### src/rtl/biquad_seq_ctrl_pkg.sv
// Shared codes for the biquad MAC sequencer: FSM state encodings and the
// datapath mux select values for coefficient (S), state (C) and addend (Z).
package biquad_seq_ctrl_pkg;

    typedef enum logic [2:0] {
        ST_IDLE = 3'd0,
        ST_S1   = 3'd1,
        ST_S2   = 3'd2,
        ST_S3   = 3'd3,
        ST_S4   = 3'd4,
        ST_S5   = 3'd5,
        ST_UPD  = 3'd6
    } state_t;

    localparam logic [2:0] SEL_S_ZERO = 3'b000;
    localparam logic [2:0] SEL_S_A1   = 3'b001;
    localparam logic [2:0] SEL_S_A2   = 3'b010;
    localparam logic [2:0] SEL_S_B0   = 3'b011;
    localparam logic [2:0] SEL_S_B1   = 3'b100;
    localparam logic [2:0] SEL_S_B2   = 3'b101;

    localparam logic [1:0] SEL_C_ZERO = 2'b00;
    localparam logic [1:0] SEL_C_FK1  = 2'b01;
    localparam logic [1:0] SEL_C_FK2  = 2'b10;
    localparam logic [1:0] SEL_C_FK   = 2'b11;

    // Addend code 010 (yk) is never fed back by this schedule.
    localparam logic [2:0] SEL_Z_ZERO  = 3'b000;
    localparam logic [2:0] SEL_Z_UK    = 3'b001;
    localparam logic [2:0] SEL_Z_ACUM1 = 3'b011;
    localparam logic [2:0] SEL_Z_ACUM2 = 3'b100;
    localparam logic [2:0] SEL_Z_ACUM3 = 3'b101;

    typedef struct packed {
        logic [2:0] sel_s;
        logic [1:0] sel_c;
        logic [2:0] sel_z;
    } sel_t;

    function automatic sel_t step_sel(input state_t st);
        sel_t sel;
        sel = '{SEL_S_ZERO, SEL_C_ZERO, SEL_Z_ZERO};
        case (st)
            ST_S1:   sel = '{SEL_S_A1, SEL_C_FK1, SEL_Z_UK};
            ST_S2:   sel = '{SEL_S_A2, SEL_C_FK2, SEL_Z_ACUM1};
            ST_S3:   sel = '{SEL_S_B0, SEL_C_FK,  SEL_Z_ZERO};
            ST_S4:   sel = '{SEL_S_B1, SEL_C_FK1, SEL_Z_ACUM2};
            ST_S5:   sel = '{SEL_S_B2, SEL_C_FK2, SEL_Z_ACUM3};
            default: sel = '{SEL_S_ZERO, SEL_C_ZERO, SEL_Z_ZERO};
        endcase
        return sel;
    endfunction

endpackage

### src/rtl/biquad_seq_ctrl_mac_step_timer.sv
// Per-step cycle counter: flags the final cycle of a MAC step so the
// sequencer knows when the multiplier/adder result may be loaded.
module mac_step_timer #(
    parameter int MAC_LAT = 1
) (
    input  logic clk,
    input  logic reset,
    input  logic clear,
    output logic last_cycle
);

    logic [3:0] count;

    always_ff @(posedge clk) begin
        if (reset || clear) begin
            count <= 4'd0;
        end else begin
            count <= count + 4'd1;
        end
    end

    assign last_cycle = (count == 4'(MAC_LAT - 1));

endmodule

### src/rtl/biquad_seq_ctrl.sv
// Biquad MAC sequencer: walks the datapath through the five multiply-accumulate
// steps per sample tick, then shifts the filter state and reports done.
module biquad_seq_ctrl
    import biquad_seq_ctrl_pkg::*;
#(
    parameter int MAC_LAT = 1
) (
    input  logic       clk,
    input  logic       reset,
    input  logic       sample_tick,
    input  logic       clr_ovr,
    output logic [2:0] controlS,
    output logic [1:0] controlC,
    output logic [2:0] controlZ,
    output logic       en_acum1,
    output logic       en_fk,
    output logic       en_acum2,
    output logic       en_acum3,
    output logic       en_yk,
    output logic       en_shift,
    output logic       busy,
    output logic       done,
    output logic       overrun
);

    state_t state;
    logic   last_cycle;
    logic   advance;
    logic   clear;
    sel_t   sel;

    // Any state change (and all of IDLE) restarts the step timer from zero.
    always_comb begin
        advance = 1'b1;
        case (state)
            ST_IDLE: advance = sample_tick;
            ST_S1, ST_S2, ST_S3, ST_S4, ST_S5: advance = last_cycle;
            ST_UPD:  advance = 1'b1;
            default: advance = 1'b1;
        endcase
    end

    assign clear = advance || (state == ST_IDLE);

    mac_step_timer #(
        .MAC_LAT(MAC_LAT)
    ) u_timer (
        .clk       (clk),
        .reset     (reset),
        .clear     (clear),
        .last_cycle(last_cycle)
    );

    always_ff @(posedge clk) begin
        if (reset) begin
            state   <= ST_IDLE;
            overrun <= 1'b0;
        end else begin
            if (advance) begin
                case (state)
                    ST_IDLE: state <= ST_S1;
                    ST_S1:   state <= ST_S2;
                    ST_S2:   state <= ST_S3;
                    ST_S3:   state <= ST_S4;
                    ST_S4:   state <= ST_S5;
                    ST_S5:   state <= ST_UPD;
                    default: state <= ST_IDLE;
                endcase
            end
            // A fresh overrun event takes priority over a simultaneous clear.
            if (sample_tick && (state != ST_IDLE)) begin
                overrun <= 1'b1;
            end else if (clr_ovr) begin
                overrun <= 1'b0;
            end
        end
    end

    always_comb begin
        sel      = step_sel(state);
        controlS = sel.sel_s;
        controlC = sel.sel_c;
        controlZ = sel.sel_z;
        en_acum1 = (state == ST_S1) && last_cycle;
        en_fk    = (state == ST_S2) && last_cycle;
        en_acum2 = (state == ST_S3) && last_cycle;
        en_acum3 = (state == ST_S4) && last_cycle;
        en_yk    = (state == ST_S5) && last_cycle;
        en_shift = (state == ST_UPD);
        done     = (state == ST_UPD);
        busy     = (state != ST_IDLE);
    end

endmodule

### config.mk
export PLATFORM = sky130hd
export DESIGN_NAME = biquad_seq_ctrl
export DESIGN_NICKNAME = d
export VERILOG_FILES = /design/src/rtl/biquad_seq_ctrl_pkg.sv /design/src/rtl/biquad_seq_ctrl_mac_step_timer.sv /design/src/rtl/biquad_seq_ctrl.sv
export SDC_FILE = /design/constraint.sdc
export NUM_CORES = 1
export LEC_CHECK = 0
export BUFFER_PORTS_ARGS = -buffer_cell sky130_fd_sc_hd__buf_2
export CAP_MARGIN = 40
export CORE_MARGIN = 1
export CORE_UTILIZATION = 38
export CTS_CLUSTER_DIAMETER = 60
export DETAILED_ROUTE_END_ITERATION = 6
export GPL_TIMING_DRIVEN = 0
export PLACE_DENSITY = 0.64
export SETUP_SLACK_MARGIN = 0.4
export SYNTH_ARGS = -nofsm -noshare
export SYNTH_HDL_FRONTEND = slang
export SYNTH_SLANG_ARGS = --single-unit
### constraint.sdc
create_clock -name clk -period 1.9 [get_ports clk]
set_input_delay 0.19 -clock clk [delete_from_list [all_inputs] [get_ports clk]]
set_output_delay 0.19 -clock clk [all_outputs]
set_load 0.05 [all_outputs]
# Word-level counts from Yosys, hierarchy flattened
# Index checks and enable logic that the tools add are counted.
# op_classes
eq_ne,6
muxes,5
n_addsub,1
reduce_logical,13
# ops
op,count
8-bit case mux with 5 select lines,1
3-bit case mux with 6 select lines,1
3-bit == test (second input constant),3
3-bit by 2-bit == test with 1-bit output (second input constant),2
1-bit logical AND,6
5-bit OR reduction,1
4-bit by 1-bit adder with 4-bit output (second input constant),1
4-bit zero test,1
3-bit by 1-bit == test with 1-bit output (second input constant),1
3-bit zero test,1
3-bit nonzero test,1
1-bit logical OR,2
1-bit 2-to-1 mux,2
1-bit case mux with 2 select lines,1
2-bit nonzero test,1
# totals
ff_bits,8
elab_cells,28
input_bits,4
output_inout_bits,17

# Logic depth before layout (Yosys ltp)
# depth
word_depth,5
mapped_depth,6

# Cells and area by module
# Synthesis repeated with hierarchy kept, for this count alone.
# hier_totals
hier_cells,81
hier_area_um2,613.1
# by_module_without_submodules
module,n_inst,cells_per_inst,seq_area_each_um2,area_per_inst_um2
biquad_seq_ctrl,1,64,80.1,437.9
mac_step_timer,1,17,80.1,175.2

# Worst setup path before layout
# Ideal clock, no wire load.
# synth_timing
path_kind,flip-flop to output port
startpoint,register state[2]
endpoint,output port en_shift
path_stages_with_launch,5
slack_ns,-0.563
path_buffers,2
t_required_ns,1.710
arrival_ns,2.273
path_cell_list,dfxtp_1 > buf_6 > clkinv_1 > nor3_1 > buf_4
# synth_between
elab_chain_cells,1
# synth_rtl
element,line_no,source
start: declaration,biquad_seq_ctrl.sv:26,state_t state;
start signal: assignment,biquad_seq_ctrl.sv:56,state <= ST_IDLE;
start signal: assignment,biquad_seq_ctrl.sv:61,ST_IDLE: state <= ST_S1;
start signal: assignment,biquad_seq_ctrl.sv:62,ST_S1: state <= ST_S2;
3-bit == test,-,
end: declaration,biquad_seq_ctrl.sv:20,"output logic en_shift,"
# No other way between the ends.

# Worst setup path in the final report
# layout_timing
startpoint,register state[1]
endpoint,output port controlC[0]
# layout_between
elab_chain_cells,2
# layout_rtl
element,line_no,source
3-bit == test (tied with other cells),biquad_seq_ctrl_pkg.sv:43,case (st)
8-bit case mux with 5 select lines *,biquad_seq_ctrl_pkg.sv:43,
end: declaration,biquad_seq_ctrl.sv:13,"output logic [1:0] controlC,"
# Mark *: on every way between the ends. The rest lies on a longest branch, timed or not.

==> summary.txt <==
Status
  • Outcome: complete, but fails checks
  • Failing checks: DRC

Floorplan
  • # rows: 14
  • Core area: 0.001559 mm2
  • Initial core utilization: 0.4246
  • Io pins: 21
  • Die Y: 43.74 um
  • Die area: 0.001913 mm2
  • Die Wd: 43.74 um

Synthesis
  • Cell taking the most area after synthesis: dfxtp_1
  • Share of Yosys cell area claimed by the top area cell type: 0.2420
  • Synth Area in Simple Gates: 0.2703
  • Most frequent cell after synthesis: nand2_1
  • Top FF cell, synth: dfxtp_1
  • Number of synthesized flops with an enable pin: 0
  • Largest family of logic cells by synthesized area: simple AND/OR/NAND/NOR gates
  • Post-synth top cells: 9 x nand2_1, 8 x dfxtp_1, 7 x ha_1
  • Mean Syn Cell Area: 8.486 um2
  • Adder and majority gate portion of the synthesized area: 0.1323
  • Top cells by area, synth: dfxtp_1 24%, ha_1 13%, nand2_1 5.1%
  • Synthesized area: 661.9 um2
  • Post-synthesis compound-gate area fraction: 0.1626
  • Syn Nets: 89
  • Cell count after synthesis: 78
  • Ys Warns: 0
  • Seq/Total Area, Yosys: 0.2420
  • Register bit count reported by yosys: 8
  • Count of cell types in the netlist: 34
  • Async set or reset register ratio after synthesis: 0
  • Post-Synth XOR/XNOR Area: 0.02647
  • Multiplexer share of the synthesized area: 0.06805

GRT
  • Total global-route track usage: 0.2041
  • Initial antenna violation count: 0
  • First-pass GRT wire length: 2808 um
  • Vias in the first global route: 664
  • Largest net degree at the start of global routing: 11
  • GRT overflow: 0

Clock tree
  • Clock root cell: clkbuf_4
  • Cts-stage hold buffer count: 0
  • H-tree Lvls: 1
  • CTS tree: built
  • Sink Count: 8
  • TritonCTS buffer count: 3
  • Clk_lat worst skew: 0.26 ns
  • CTS Buffer Depth: 2
  • Worst-path clk slew: 0.06 ns

Pwr
  • Leakage: 0.5225 nW
  • Clock group share of total power: 0.071
  • Switching Fraction: 0.5250
  • Power after layout: 0.002066 W
  • Power Internal: 0.0009816 W
  • Sequential share of power: 0.125
  • Comb power frac: 0.803
  • Switching power: 0.001085 W
  • PwrDens: 1602 mW/mm2
  • Maximum vdd drop: 1.284 mV

Final layout
  • Multi-input combinational cell area: 646.9 um2
  • Register area: 171.4 um2
  • Final Instance Area: 0.001290 mm2
  • Antenna Cells: 0
  • Nets: 126
  • Layout cell share with drive strength beyond 1: 0.7105
  • Synthesis-to-finish area growth: 94.90%
  • Filler Cells Inserted: 106
  • Post-layout util: 0.8274

Placed design
  • Dpl hpwl: 1156 um
  • Routability cong.: 0.6981
  • Post-DP Area: 973.4 um2
  • Port Buffers: 20

Setup path
  • Cell Chain, Critical Path: buf_8 > clkinvlp_4 > ha_4 > a21oi_2 > a22o_2 > buf_6
  • WS Path Type: reg -> out
  • Type of destination of the critical path: output pin
  • Startpoint types: flip-flop
  • CP max stage cell: dfxtp_4
  • Critical Path Fanout Max: 5
  • Slowest stage delay, CP: 0.35 ns
  • WP data arrival: 1.60 ns
  • Worst path top cell family by delay: flip-flops
  • Crit path buf inv count: 3
  • CP required: 1.71 ns

Timing
  • Worst Max-Slew Pin Slew: 0.4362 ns
  • Setup violators final: 0
  • Setup Skew: 0.002383 ns
  • Min cycle time layout: 1.794 ns
  • Final hold vios: 0
  • Setup TNS: 0 ns
  • Fmax: 557.4 MHz
  • Fin. max-slew vios: 0
  • Rel. slew slack: 0.7086
  • Final Cycle Share: 0.9442
  • RSZ-0062 raised after global routing: yes

Detailed routing
  • Routed WL: 1801 um
  • Detailed Route Iter0 Violations: 8
  • DR DRC count: 3
  • Antenna viol nets, final: 0
  • Vias/cell: 5.223
  • Router iterations before antenna repair: 5
  • Via count: 679
  • WL/cell: 13.85 um

Min path
  • Worst hold-check path type: in -> reg

Flow run
  • Max-cap viol count: 0
==> kinds of logic after synthesis <==
kind of cell / after synthesis
muxes: 4
DFF: 8
adders and majority gates: 7
buffers and inverters: 13
AOI/OAI and AO/OA: 12
xor gates and xnor gates: 2
and+or+nand+nor: 32
==> flip-flops by register name (all words and copies together), names as in the netlist <==
signal	flops
overrun	1
state	3
u_timer.count	4
==> per-layer routing <==
| layer | GRT usage | share of wire |
|---|---|---|
| met1 | 0.2558 | 0.45 |
| met2 | 0.3373 | 0.50 |
| met3 | 0.07500 | 0.046 |
| met4 | 0.03750 | 0.0072 |
| met5 | 0 | 0 |
==> worst paths after layout <==
kind / from / to / slack (ns) / cells after the start
setup / recovery: state[1] / controlC[0] / 0.11 / 6
hold / removal: sample_tick / overrun / 0.18 / 3
setup reg to reg: u_timer.count[0] / state[0] / 0.30 / 6
hold reg to reg: u_timer.count[0] / u_timer.count[0] / 0.53 / 2
==> placed cells by master, fill, tap and decap left out, drive strengths merged <==
master,count
clkbuf,5
clkinvlp,1
clkinv,1
nand3,1
o2bb2ai,1
a211o,1
a22o,1
a2111oi,2
o21a,1
xnor2,1
nor2,6
a311oi,1
nor4,1
dfxtp,8
nor3,6
buf,36
nor4b,1
a21oi,2
inv,6
and3b,1
mux2i,3
nor2b,3
o21ai,1
mux2,1
and2,1
xor2,1
nor3b,3
o211ai,2
nand2,9
ha,7
==> power groups by stage <==
stage / logic, W / clock network, W / registers [W]
global route: 0.00174 / 0.000159 / 0.000265
floorplan: 0.00106 / 0 / 0.000275
finish: 0.00166 / 0.000148 / 0.000259
CTS: 0.00154 / 0.000153 / 0.000254
global placement: 0.00123 / 0 / 0.000269
detailed placement: 0.00124 / 0 / 0.000270
==> tightest hold or removal path, stage by stage <==
cell     delay [ns]
buf_2          0.10
a21oi_1        0.06
nor2_1         0.07
==> per-stage QoR <==
step           hold slack, ns  std cells  setup slack, ns
3_5_place_dp           0.4438        114          0.07454
3_3_place_gp           0.4361        114          0.07480
4_1_cts                0.1637        127           0.1115
2_1_floorplan          0.2624         78           0.2788
6_report               0.1782        130           0.1059
5_1_grt                0.1999        130          0.03294
==> layout make-up <==
type	instances	share of cell area
multi-input cells	57	0.5015
flip-flops and latches	8	0.1329
well taps	16	0.01552
clock buffers	4	0.02037
inverters	8	0.03589
plain buffers	5	0.05238
repair buffers	32	0.2415
==> timing repair <==
action                                 4_1_cts  5_1_grt
endpoints found under the hold margin        0        0
setup endpoints to repair                   16       20
buffers inserted                             9        3
pin swaps                                    6        7
gates resized for setup                     41       15
Note: power is estimated with default switching activity, not from simulation.
